File: config.mk
export PLATFORM = sky130hd
export DESIGN_NAME = k12a_alu_flags_chain
export DESIGN_NICKNAME = d
export VERILOG_FILES = /design/src/rtl/k12a_alu_flags_chain.sv
export SDC_FILE = /design/constraint.sdc
export NUM_CORES = 1
export LEC_CHECK = 0
export CORE_MARGIN = 2
export CORE_UTILIZATION = 44
export CTS_CLUSTER_SIZE = 40
export DETAILED_ROUTE_END_ITERATION = 7
export GPL_TIMING_DRIVEN = 0
export PLACE_DENSITY_LB_ADDON = 0.1
export SLEW_MARGIN = 20
export SYNTH_ARGS = -nofsm -noshare
export SYNTH_HDL_FRONTEND = slang
export SYNTH_SLANG_ARGS = --single-unit
File: constraint.sdc
create_clock -name clock -period 3.7 [get_ports clock]
set_input_delay 0.555 -clock clock [delete_from_list [all_inputs] [get_ports clock]]
set_output_delay 0.555 -clock clock [all_outputs]
set_load 0.005 [all_outputs]
File: src/rtl/k12a_alu_flags_chain.sv
// Registered ALU flag unit: derives compare flags from a WIDTH-bit adder slice,
// chains multi-precision chunks and evaluates branch conditions from the flags.
module k12a_alu_flags_chain #(
    parameter int WIDTH      = 8,
    parameter int MAX_CHUNKS = 4
) (
    input  logic             clock,
    input  logic             reset_n,
    input  logic             op_valid,
    input  logic             op_first,
    input  logic             op_last,
    input  logic             carry_init,
    input  logic             adder_carry_out,
    input  logic [WIDTH-1:0] adder_output,
    input  logic             adder_input1_msb,
    input  logic             adder_input2_msb,
    input  logic             flags_load,
    input  logic [7:0]       flags_load_data,
    input  logic [3:0]       cond_sel,
    output logic             adder_carry_in,
    output logic [7:0]       flags,
    output logic             cond_true,
    output logic             chain_active,
    output logic             protocol_error
);

    localparam int CW = $clog2(MAX_CHUNKS + 1) + 1;
    localparam logic [CW-1:0] MAX_CNT = CW'(MAX_CHUNKS);

    typedef enum logic {
        IDLE  = 1'b0,
        CHAIN = 1'b1
    } state_e;

    state_e        state_q, state_d;
    logic [7:0]    flags_q, flags_d;
    logic          carry_q, carry_d;
    logic          zero_acc_q, zero_acc_d;
    logic          lsb_q, lsb_d;
    logic          perr_q, perr_d;
    logic [CW-1:0] count_q, count_d;

    logic       chunk_zero;
    logic       res_zero;
    logic       res_lsb;
    logic       res_neg;
    logic       res_ovf;
    logic       res_ult;
    logic       res_slt;
    logic [7:0] res_flags;

    // Flag candidates for the chunk on the inputs; only committed on op_last.
    always_comb begin
        chunk_zero = (adder_output == '0);
        res_zero   = chunk_zero & (op_first | zero_acc_q);
        res_lsb    = op_first ? adder_output[0] : lsb_q;
        res_neg    = adder_output[WIDTH-1];
        res_ovf    = (adder_input1_msb ^ res_neg) & (adder_input2_msb ^ res_neg);
        res_ult    = ~adder_carry_out;
        res_slt    = res_neg ^ res_ovf;
        res_flags  = {res_slt | res_zero, res_slt, res_ult | res_zero, res_ult,
                      res_ovf, res_lsb, res_neg, res_zero};
    end

    always_comb begin
        state_d    = state_q;
        flags_d    = flags_q;
        carry_d    = carry_q;
        zero_acc_d = zero_acc_q;
        lsb_d      = lsb_q;
        count_d    = count_q;
        perr_d     = perr_q;
        if (flags_load) begin
            flags_d = flags_load_data;
            state_d = IDLE;
            count_d = '0;
        end else if (op_valid) begin
            if (op_first) begin
                // A first chunk always (re)starts an operation, even mid-chain.
                if (op_last) begin
                    flags_d = res_flags;
                    state_d = IDLE;
                    count_d = '0;
                end else begin
                    state_d    = CHAIN;
                    count_d    = CW'(1);
                    carry_d    = adder_carry_out;
                    zero_acc_d = res_zero;
                    lsb_d      = res_lsb;
                end
            end else if (state_q == IDLE) begin
                perr_d = 1'b1;
            end else if (count_q >= MAX_CNT) begin
                perr_d  = 1'b1;
                state_d = IDLE;
                count_d = '0;
            end else if (op_last) begin
                flags_d = res_flags;
                state_d = IDLE;
                count_d = '0;
            end else begin
                count_d    = count_q + CW'(1);
                carry_d    = adder_carry_out;
                zero_acc_d = res_zero;
            end
        end
    end

    always_ff @(posedge clock or negedge reset_n) begin
        if (!reset_n) begin
            state_q    <= IDLE;
            flags_q    <= 8'h00;
            carry_q    <= 1'b0;
            zero_acc_q <= 1'b1;
            lsb_q      <= 1'b0;
            count_q    <= '0;
            perr_q     <= 1'b0;
        end else begin
            state_q    <= state_d;
            flags_q    <= flags_d;
            carry_q    <= carry_d;
            zero_acc_q <= zero_acc_d;
            lsb_q      <= lsb_d;
            count_q    <= count_d;
            perr_q     <= perr_d;
        end
    end

    assign adder_carry_in = ((state_q == IDLE) || op_first) ? carry_init : carry_q;
    assign flags          = flags_q;
    assign cond_true      = flags_q[cond_sel[2:0]] ^ cond_sel[3];
    assign chain_active   = (state_q == CHAIN);
    assign protocol_error = perr_q;

endmodule

==> flow_summary_export.csv, run 1 <==
group,metric,value,unit
clocking,post-cts-setup-buffers,0,
setup_path,cp_max_fo,2,
setup_path,cp.arrival,2.43,ns
setup_path,cp_cell_sequence,"clkdlybuf4s50_1 > mux4_1 > mux2i_1 > xnor2_1 > clkdlybuf4s50_1",
global_route,grt_pass1_wl,3810,um
sta,finalCritPeriodShare,80.8,%
global_route,grt_use_total,19.7,%
finish,drive_above_1_share,14.4,%
sta,setup_viol,0,
clocking,cts_tree,"built",
global_route,antenna_found_initial,0,
min_path,hp-start,"protocol_error$_DFFE_PN0P_",
logic_synthesis,ys_ff_latch,17,
pwr,vdd_drop_max,0.185,mV
clocking,clock_sinks,17,
setup_path,crit_path_top_delay_cell,"mux4_1",
routing,drt_pass1_iterations,4,
setup_path,r2r_cells,4,
outcome,status,"complete, no violations",
sta,max_freq,0.335,GHz
routing,routed_wl,2210,um
finish,fin_nets,164,
sta,setup_tns,0,ns
routing,dr_total_vias,848,
sta,slew_violations,0,
floorplanning,io_pins,42,
setup_path,endpoint_kind,"primary output",
setup_path,r2r_setup_slack,2.31,ns
clocking,clk_path_buf_depth,2,
floorplanning,die_x,50.8,um
clocking,cts-root-buf,"clkbuf_4",
logic_synthesis,ys_seq_area_share,44.3,%
finish,areaGrowthSynthToFinish,46.8,%
routing,antenna_left,0,
pwr,power_leakage,0.598,nW
placed_design,place_hpwl,1780,um
logic_synthesis,netlist_instances,89,
sta,max_slew_margin,47.1,%
placed_design,port_buffers,39,
floorplanning,start_util,47.6,%
sta,min_period,2.99,ns
pwr,p_total,440,uW
clocking,clk_pin_slew,0.10,ns
min_path,holdPathStages,1,
global_route,grt_max_degree,18,
routing,vias_per_cell,5.33,
placed_design,gp_congestion,0.753,
setup_path,critPathLaunchType,"primary input",
logic_synthesis,syn_area,963,um2
setup_path,worst_path_most_repeated_cell,"clkdlybuf4s50_1",
global_route,grt_overflow_total,0,
clocking,cts_resized,0,
logic_synthesis,yosysUniqueCellTypes,35,
global_route,first_global_vias,887,
min_path,min_path_type,"reg -> reg",
routing,drt-wirelength-per-cell,13.9,um
finish,final_cell_mix,"clkdlybuf4s50_1, dfrtp_1, o21ai_0, nand2_1",
finish,final_common_cell,"clkdlybuf4s50_1",
setup_path,worst-endpoint-required,3.14,ns
setup_path,reg2reg_from,"chain_active$_DFFE_PN0P_",
run,maxCapViolCount,0,
min_path,min_to,"protocol_error$_DFFE_PN0P_",
floorplanning,die_h,50.8,um
setup_path,r2r-end,"count_q[1]$_DFFE_PN0P_",
floorplanning,rows,16,
sta,rsz0062_at_grt,"no",
routing,drc,0,
floorplanning,core_area,2020,um2
clocking,htreeDepth,1,
pwr,power_density,311,nW/um2
setup_path,setup.worst_path.class,"in -> out",
clocking,cts_hold_buffers,0,
logic_synthesis,synth_warnings,0,
sta,tightest_slew,0.790,ns
routing,drt_iter0_markers,6,
finish,insertedDiodeCount,0,
floorplanning,design.die.area,2580,um2
logic_synthesis,syn-num-nets,120,
setup_path,crit_path_max_incr_delay,0.56,ns
clocking,clock_latency,0.29,ns
logic_synthesis,synth.avg_cell_area,10.8,um2
clocking,cts_buffers,3,
sta,fin_skew,0.00362,ns
sta,finalHoldViolations,0,
-- report_power, final --
| part | internal [mW] | switching (mW) |
|---|---|---|
| registers | 0.204 | 0.0130 |
| logic | 0.0808 | 0.0424 |
| clock network | 0.0419 | 0.0574 |
| total | 0.327 | 0.113 |
-- sequential cells by signal, summed over array words and instances (netlist names) --
register / flops
protocol_error: 1
chain_active: 1
count_q: 4
carry_q: 1
lsb_q: 1
flags: 8
zero_acc_q: 1
-- metal layers --
layer  GRT usage [%]  part of all wire (%)  vias up
met5               0                     0        -
met1            24.7                    44      398
met4            6.76                  0.59        0
met3            4.17                   6.4        2
met2            33.6                    49       31
li1                -                     -      417
-- how the worst max path moves through the flow --
stage	startpoint	endpoint	slack, ns	cells past startpoint
after global routing	cond_sel[0]	cond_true	0.62	5
after floorplan	cond_sel[0]	cond_true	1.77	3
after CTS	cond_sel[0]	cond_true	0.70	5
final	cond_sel[0]	cond_true	0.71	5
after detailed placement	cond_sel[0]	cond_true	0.71	5
after global placement	cond_sel[0]	cond_true	0.71	5
-- worst max-delay path: cells and delay by family --
family / cells / cell delay, ns
xor+xnor: 1 / 0.13
buf+inv: 2 / 1.01
mux: 2 / 0.74
-- area by class of cell --
type / instances / area (um2)
multi-input combinational: 64 / 493
sequential: 17 / 427
buffer: 4 / 28.8
timing repair buffer: 39 / 390
clock buffer: 4 / 26.3
fill: 168 / 608
tap: 27 / 33.8
inverter: 4 / 15.0
-- synthesized netlist by cell type, drive strengths merged --
library cell,number,area [um2]
dfrtp,16,400
nand2,8,30.0
o21ai,8,40.0
nor2,6,30.0
a21oi,5,25.0
mux2,5,56.3
buf,4,28.8
inv,4,15.0
mux2i,4,40.0
a22o,3,27.5
a31o,2,17.5
mux4,2,52.6
nand3b,2,15.0
nor3,2,10.0
nor4,2,12.5
a21o,1,7.51
a221oi,1,8.76
a41oi,1,27.5
and2,1,6.26
and3,1,6.26
dfstp,1,26.3
ha,1,12.5
maj3,1,10.0
nand2b,1,6.26
nand3,1,5.00
nor2b,1,6.26
o211ai,1,7.51
o21a,1,7.51
o31ai,1,7.51
or3b,1,8.76
xnor2,1,8.76
-- through the flow --
stage | setup slack, ns | hold slack (ns) | cells | cell area, um2 | util [%]
floorplan | 1.77 | 0.259 | 89 | 963 | -
global placement | 0.710 | 0.450 | 155 | 1390 | 68.6
detailed placement | 0.708 | 0.455 | 155 | 1390 | 68.6
CTS | 0.703 | 0.477 | 159 | 1410 | 69.9
global route | 0.617 | 0.491 | 159 | 1410 | 69.9
finish | 0.711 | 0.472 | 159 | 1410 | 69.9
-- kinds of logic (layout without fill, tap and decap cells) --
kind of cell	after synthesis	count (layout)	share of synthesized area [%]
AND/OR/NAND/NOR	26	26	14.2
buffers and inverters	8	51	4.55
XOR/XNOR	1	1	0.909
AO/OA/AOI/OAI	24	24	18.3
adder cells (fa/ha/maj)	2	2	2.34
flip-flops	17	17	44.3
multiplexers	11	11	15.5
(Power assumes the default switching activity.)
==> run 2: changes to the inputs <==
CORE_UTILIZATION = 41   (was 44)
clock period = 3 ns   (was 3.7 ns; I/O delays follow)
==> run 2 against run 1 <==
Net effect:
- global-route usage down 2.7 points
- total power grew 23%
- critical endpoint unchanged
- count of clock-buffer cells in the layout is the same
- critical path type unchanged
==> flow_summary_export.csv, run 2 (synthesis gave the netlist of run 1 again) <==
group,metric,value,unit
outcome,status,"complete, no violations",
pwr,power_density,381,nW/um2
global_route,grt_pass1_wl,3440,um
finish,largest_reg_flops,8,
placed_design,port_buffers,39,
clocking,clock_latency,0.28,ns
pwr,power_leakage,0.598,nW
pwr,vdd_drop_max,0.297,mV
routing,drt_pass1_iterations,4,
floorplanning,core_area,2210,um2
sta,setup_viol,0,
clocking,post-cts-setup-buffers,0,
finish,fin_area,1420,um2
clocking,cts_buffers,3,
global_route,grt_use_total,17.0,%
finish,final_common_cell,"clkdlybuf4s50_1",
min_path,min_path_type,"reg -> reg",
sta,tightest_slew,0.770,ns
setup_path,setup.worst_path.class,"in -> out",
clocking,cts_hold_buffers,0,
routing,drc,0,
clocking,clock_sinks,17,
floorplanning,die_x,52.5,um
floorplanning,design.die.area,2750,um2
min_path,holdPathStages,2,
sta,setup_tns,0,ns
setup_path,r2r_cells,4,
floorplanning,die_h,52.5,um
setup_path,critPathLaunchType,"primary input",
clocking,cts-root-buf,"clkbuf_4",
clocking,cts_tree,"built",
clocking,clk_path_buf_depth,2,
floorplanning,io_pins,42,
placed_design,place_area,1390,um2
finish,final_cell_mix,"clkdlybuf4s50_1, dfrtp_1, o21ai_0, nand2_1",
setup_path,cp.arrival,2.34,ns
global_route,grt_max_degree,18,
global_route,grt_overflow_total,0,
routing,drt-wirelength-per-cell,13.0,um
sta,rsz0062_at_grt,"no",
routing,routed_wl,2080,um
floorplanning,start_util,43.6,%
clocking,htreeDepth,1,
sta,max_slew_margin,48.5,%
global_route,first_global_vias,809,
run,maxCapViolCount,0,
routing,vias_per_cell,5.20,
finish,fin_nets,164,
sta,min_period,2.79,ns
routing,dr_total_vias,832,
sta,finalCritPeriodShare,92.8,%
setup_path,worst-endpoint-required,2.55,ns
clocking,cts_resized,0,
global_route,antenna_found_initial,0,
floorplanning,rows,17,
placed_design,gp_congestion,0.767,
placed_design,place_hpwl,1710,um
setup_path,endpoint_kind,"primary output",
sta,slew_violations,0,
finish,areaGrowthSynthToFinish,46.9,%
finish,insertedDiodeCount,0,
sta,max_freq,0.359,GHz
sta,finalHoldViolations,0,
finish,drive_above_1_share,14.4,%
sta,fin_skew,0.000715,ns
routing,antenna_left,0,
clocking,clk_pin_slew,0.10,ns
setup_path,cp_max_fo,2,
routing,drt_iter0_markers,9,
[run 2: cell counts in the layout (fill, tap and decap cells not counted)]
Identical to the previous run, type by type.
[run 2: metrics by stage]
| step | hold WS, ns | setup WS [ns] | std cells | utilization [%] | power, mW |
|---|---|---|---|---|---|
| final | 0.482 | 0.215 | 160 | 64.0 | 0.539 |
| after global routing | 0.501 | 0.129 | 160 | 64.0 | 0.572 |
| after CTS | 0.485 | 0.193 | 160 | 64.0 | 0.546 |
| after detailed placement | 0.462 | 0.198 | 156 | 62.8 | 0.424 |
| after global placement | 0.453 | 0.207 | 156 | 62.8 | 0.421 |
| after floorplan | 0.154 | 1.28 | 89 | - | 0.332 |
[run 2: worst paths after layout]
path / end / from / slack (ns)
worst max-delay path: cond_true / cond_sel[0] / 0.21
worst min-delay path: zero_acc_q$_DFFE_PN1P_ / zero_acc_q$_DFFE_PN1P_ / 0.48
worst max register to register: carry_q$_DFFE_PN0P_ / count_q[2]$_DFFE_PN0P_ / 1.65
worst min register to register: zero_acc_q$_DFFE_PN1P_ / zero_acc_q$_DFFE_PN1P_ / 0.48
max in group asynchronous: protocol_error$_DFFE_PN0P_ / reset_n / 1.91
min in group asynchronous: flags[3]$_DFFE_PN0P_ / reset_n / 0.61
[run 2: area by class of cell]
cell class | count | area [um2]
Buffer | 4 | 28.8
Clock buffer | 4 | 26.3
Multi-Input combinational cell | 64 | 493
Timing Repair Buffer | 39 | 390
Fill cell | 202 | 797
Tap cell | 28 | 35.0
Sequential cell | 17 | 427
Inverter | 4 | 15.0
[run 2: power breakdown]
group	switching [mW]	total (mW)	leakage, nW	internal (mW)
combinational	0.0508	0.150	0.374	0.0995
clock	0.0705	0.122	0.0150	0.0516
sequential	0.0148	0.266	0.209	0.252
total	0.136	0.539	0.598	0.403
[run 2: metal layers]
layer	vias up	track usage [%]	wire [um]
li1	417	-	-
met3	2	4.00	164
met2	31	30.2	1050
met5	-	0	0
met4	0	5.13	14
met1	382	20.1	850
[run 2: worst max-delay path, stage by stage]
cell and delay [ns]:
clkdlybuf4s50_1 0.51, mux4_1 0.56, mux2i_1 0.18, xnor2_1 0.13
clkdlybuf4s50_1 0.51
==> run 3: changes to the inputs <==
CORE_ASPECT_RATIO = 1.5   (was not set)
==> run 3 against run 2 <==
Net effect:
- clock power barely moved
- combinational power hardly changed
- highest routed layer unchanged
- sequential share of layout area up 0.13 points
- sequential cell count is the same
- non-clock buffer count did not move
- total power about the same
- routed wire length is 6.9% higher
- critical path depth unchanged
- critical endpoint unchanged
- utilization is 0.89 points lower
- clock skew up 0.0035 ns
- die area up 0.29%
==> flow_summary_export.csv, run 3 (synthesis gave the netlist of run 1 again) <==
group,metric,value,unit
outcome,status,"complete, no violations",
floorplanning,io_pins,42,
global_route,grt_max_degree,18,
setup_path,cp_top_family,"buffers and inverters",
routing,drt_pass1_iterations,2,
routing,vias_per_cell,5.50,
finish,insertedDiodeCount,0,
sta,tightest_slew,0.793,ns
setup_path,critPathLaunchType,"primary input",
setup_path,cp_cell_sequence,"clkdlybuf4s50_1 > mux4_1 > mux2i_1 > xnor2_1 > clkdlybuf4s50_1",
sta,max_freq,0.357,GHz
placed_design,place_hpwl,1860,um
pwr,power_density,383,nW/um2
sta,finalHoldViolations,0,
routing,antenna_left,0,
clocking,clock_latency,0.28,ns
global_route,antenna_found_initial,0,
pwr,p_int,403,uW
floorplanning,die_h,63.4,um
floorplanning,start_util,43.1,%
finish,drive_above_1_share,14.4,%
floorplanning,design.die.area,2760,um2
pwr,pwr-share-clk,22.4,%
clocking,cts_buffers,3,
pwr,vdd_drop_max,0.216,mV
min_path,min_path_type,"reg -> reg",
finish,final_cell_mix,"clkdlybuf4s50_1, dfrtp_1, o21ai_0, nand2_1",
pwr,p_sw,136,uW
sta,setup_viol,0,
clocking,cts_resized,0,
run,maxCapViolCount,0,
sta,setup_tns,0,ns
clocking,clock_sinks,17,
clocking,cts_tree,"built",
setup_path,cp_max_fo,2,
routing,drc,0,
sta,min_period,2.80,ns
floorplanning,die_x,43.6,um
pwr,combPwrFrac,28.2,%
placed_design,port_buffers,39,
floorplanning,rows,21,
sta,fin_skew,0.00419,ns
setup_path,endpoint_kind,"primary output",
setup_path,crit_path_top_delay_cell,"mux4_1",
finish,n_fill_cell,202,
clocking,clk_pin_slew,0.10,ns
pwr,p_total,539,uW
routing,dr_total_vias,852,
global_route,grt_pass1_wl,3790,um
finish,fin_nets,164,
sta,finalCritPeriodShare,93.2,%
pwr,swShare,25.3,%
clocking,post-cts-setup-buffers,0,
clocking,clk_path_buf_depth,2,
global_route,first_global_vias,898,
floorplanning,core_area,2230,um2
routing,drt-wirelength-per-cell,14.3,um
setup_path,setup.worst_path.class,"in -> out",
clocking,cts-root-buf,"clkbuf_4",
pwr,power_leakage,0.598,nW
setup_path,crit_buf_inv,2,
routing,routed_wl,2220,um
clocking,cts_hold_buffers,0,
sta,max_slew_margin,47.0,%
setup_path,worst-endpoint-required,2.55,ns
finish,seqCellArea,427,um2
sta,rsz0062_at_grt,"no",
pwr,seqPwrFrac,49.4,%
clocking,htreeDepth,1,
finish,final_common_cell,"clkdlybuf4s50_1",
routing,drt_iter0_markers,6,
finish,areaGrowthSynthToFinish,46.2,%
finish,multi_input_area,493,um2
global_route,grt_use_total,17.9,%
setup_path,crit_path_max_incr_delay,0.56,ns
setup_path,cp.arrival,2.35,ns
global_route,grt_overflow_total,0,
finish,largest_reg_flops,8,
placed_design,gp_congestion,0.692,
setup_path,worst_path_most_repeated_cell,"clkdlybuf4s50_1",
placed_design,dp_cells,151,
finish,final_cells,155,
sta,slew_violations,0,
## run 3: layer usage
layer  vias up  share of wire (%)  track usage [%]
met2        20                 58             34.9
li1        418                  -                -
met4         0               0.63             5.68
met1       412                 37             18.2
met5         -                  0                0
met3         2                4.4             2.29
## run 3: area by class of cell
| cell class | instances | area share (%) |
|---|---|---|
| plain buffers | 4 | 2.04 |
| well taps | 23 | 2.04 |
| flip-flops and latches | 17 | 30.3 |
| repair buffers | 39 | 27.7 |
| multi-input cells | 64 | 35.0 |
| inverters | 4 | 1.07 |
| clock buffers | 4 | 1.87 |
## run 3: metrics by stage
stage	setup slack [ns]	hold slack [ns]	util, %	cell area, um2
floorplan	1.28	0.154	-	963
global route	0.133	0.508	63.1	1410
global placement	0.192	0.453	61.9	1380
CTS	0.182	0.487	63.1	1410
detailed placement	0.180	0.466	61.9	1380
finish	0.203	0.481	63.1	1410
## run 3: worst register-to-register path, cell delays in order, from the launching register on
cell and delay [ns]:
dfrtp_1 0.44, nor2_4 0.18, a21oi_1 0.10, nand3b_1 0.24, mux2_2 0.31
## run 3: path summary, 6_finish.rpt
path	slack [ns]	depth (start not counted)	start	to
min in group asynchronous	0.62	1	reset_n	count_q[3]$_DFFE_PN0P_
setup / recovery	0.20	5	cond_sel[0]	cond_true
hold reg to reg	0.48	1	protocol_error$_DFFE_PN0P_	protocol_error$_DFFE_PN0P_
max in group asynchronous	1.89	1	reset_n	count_q[1]$_DFFE_PN0P_
hold / removal	0.48	1	protocol_error$_DFFE_PN0P_	protocol_error$_DFFE_PN0P_
setup reg to reg	1.63	4	count_q[2]$_DFFE_PN0P_	carry_q$_DFFE_PN0P_
## run 3: power by group through the flow
stage	clock (mW)	combinational [mW]	sequential, mW
finish	0.121	0.152	0.266
global route	0.136	0.165	0.270
CTS	0.129	0.155	0.267
detailed placement	0	0.155	0.272
global placement	0	0.151	0.270
floorplan	0	0.0623	0.270
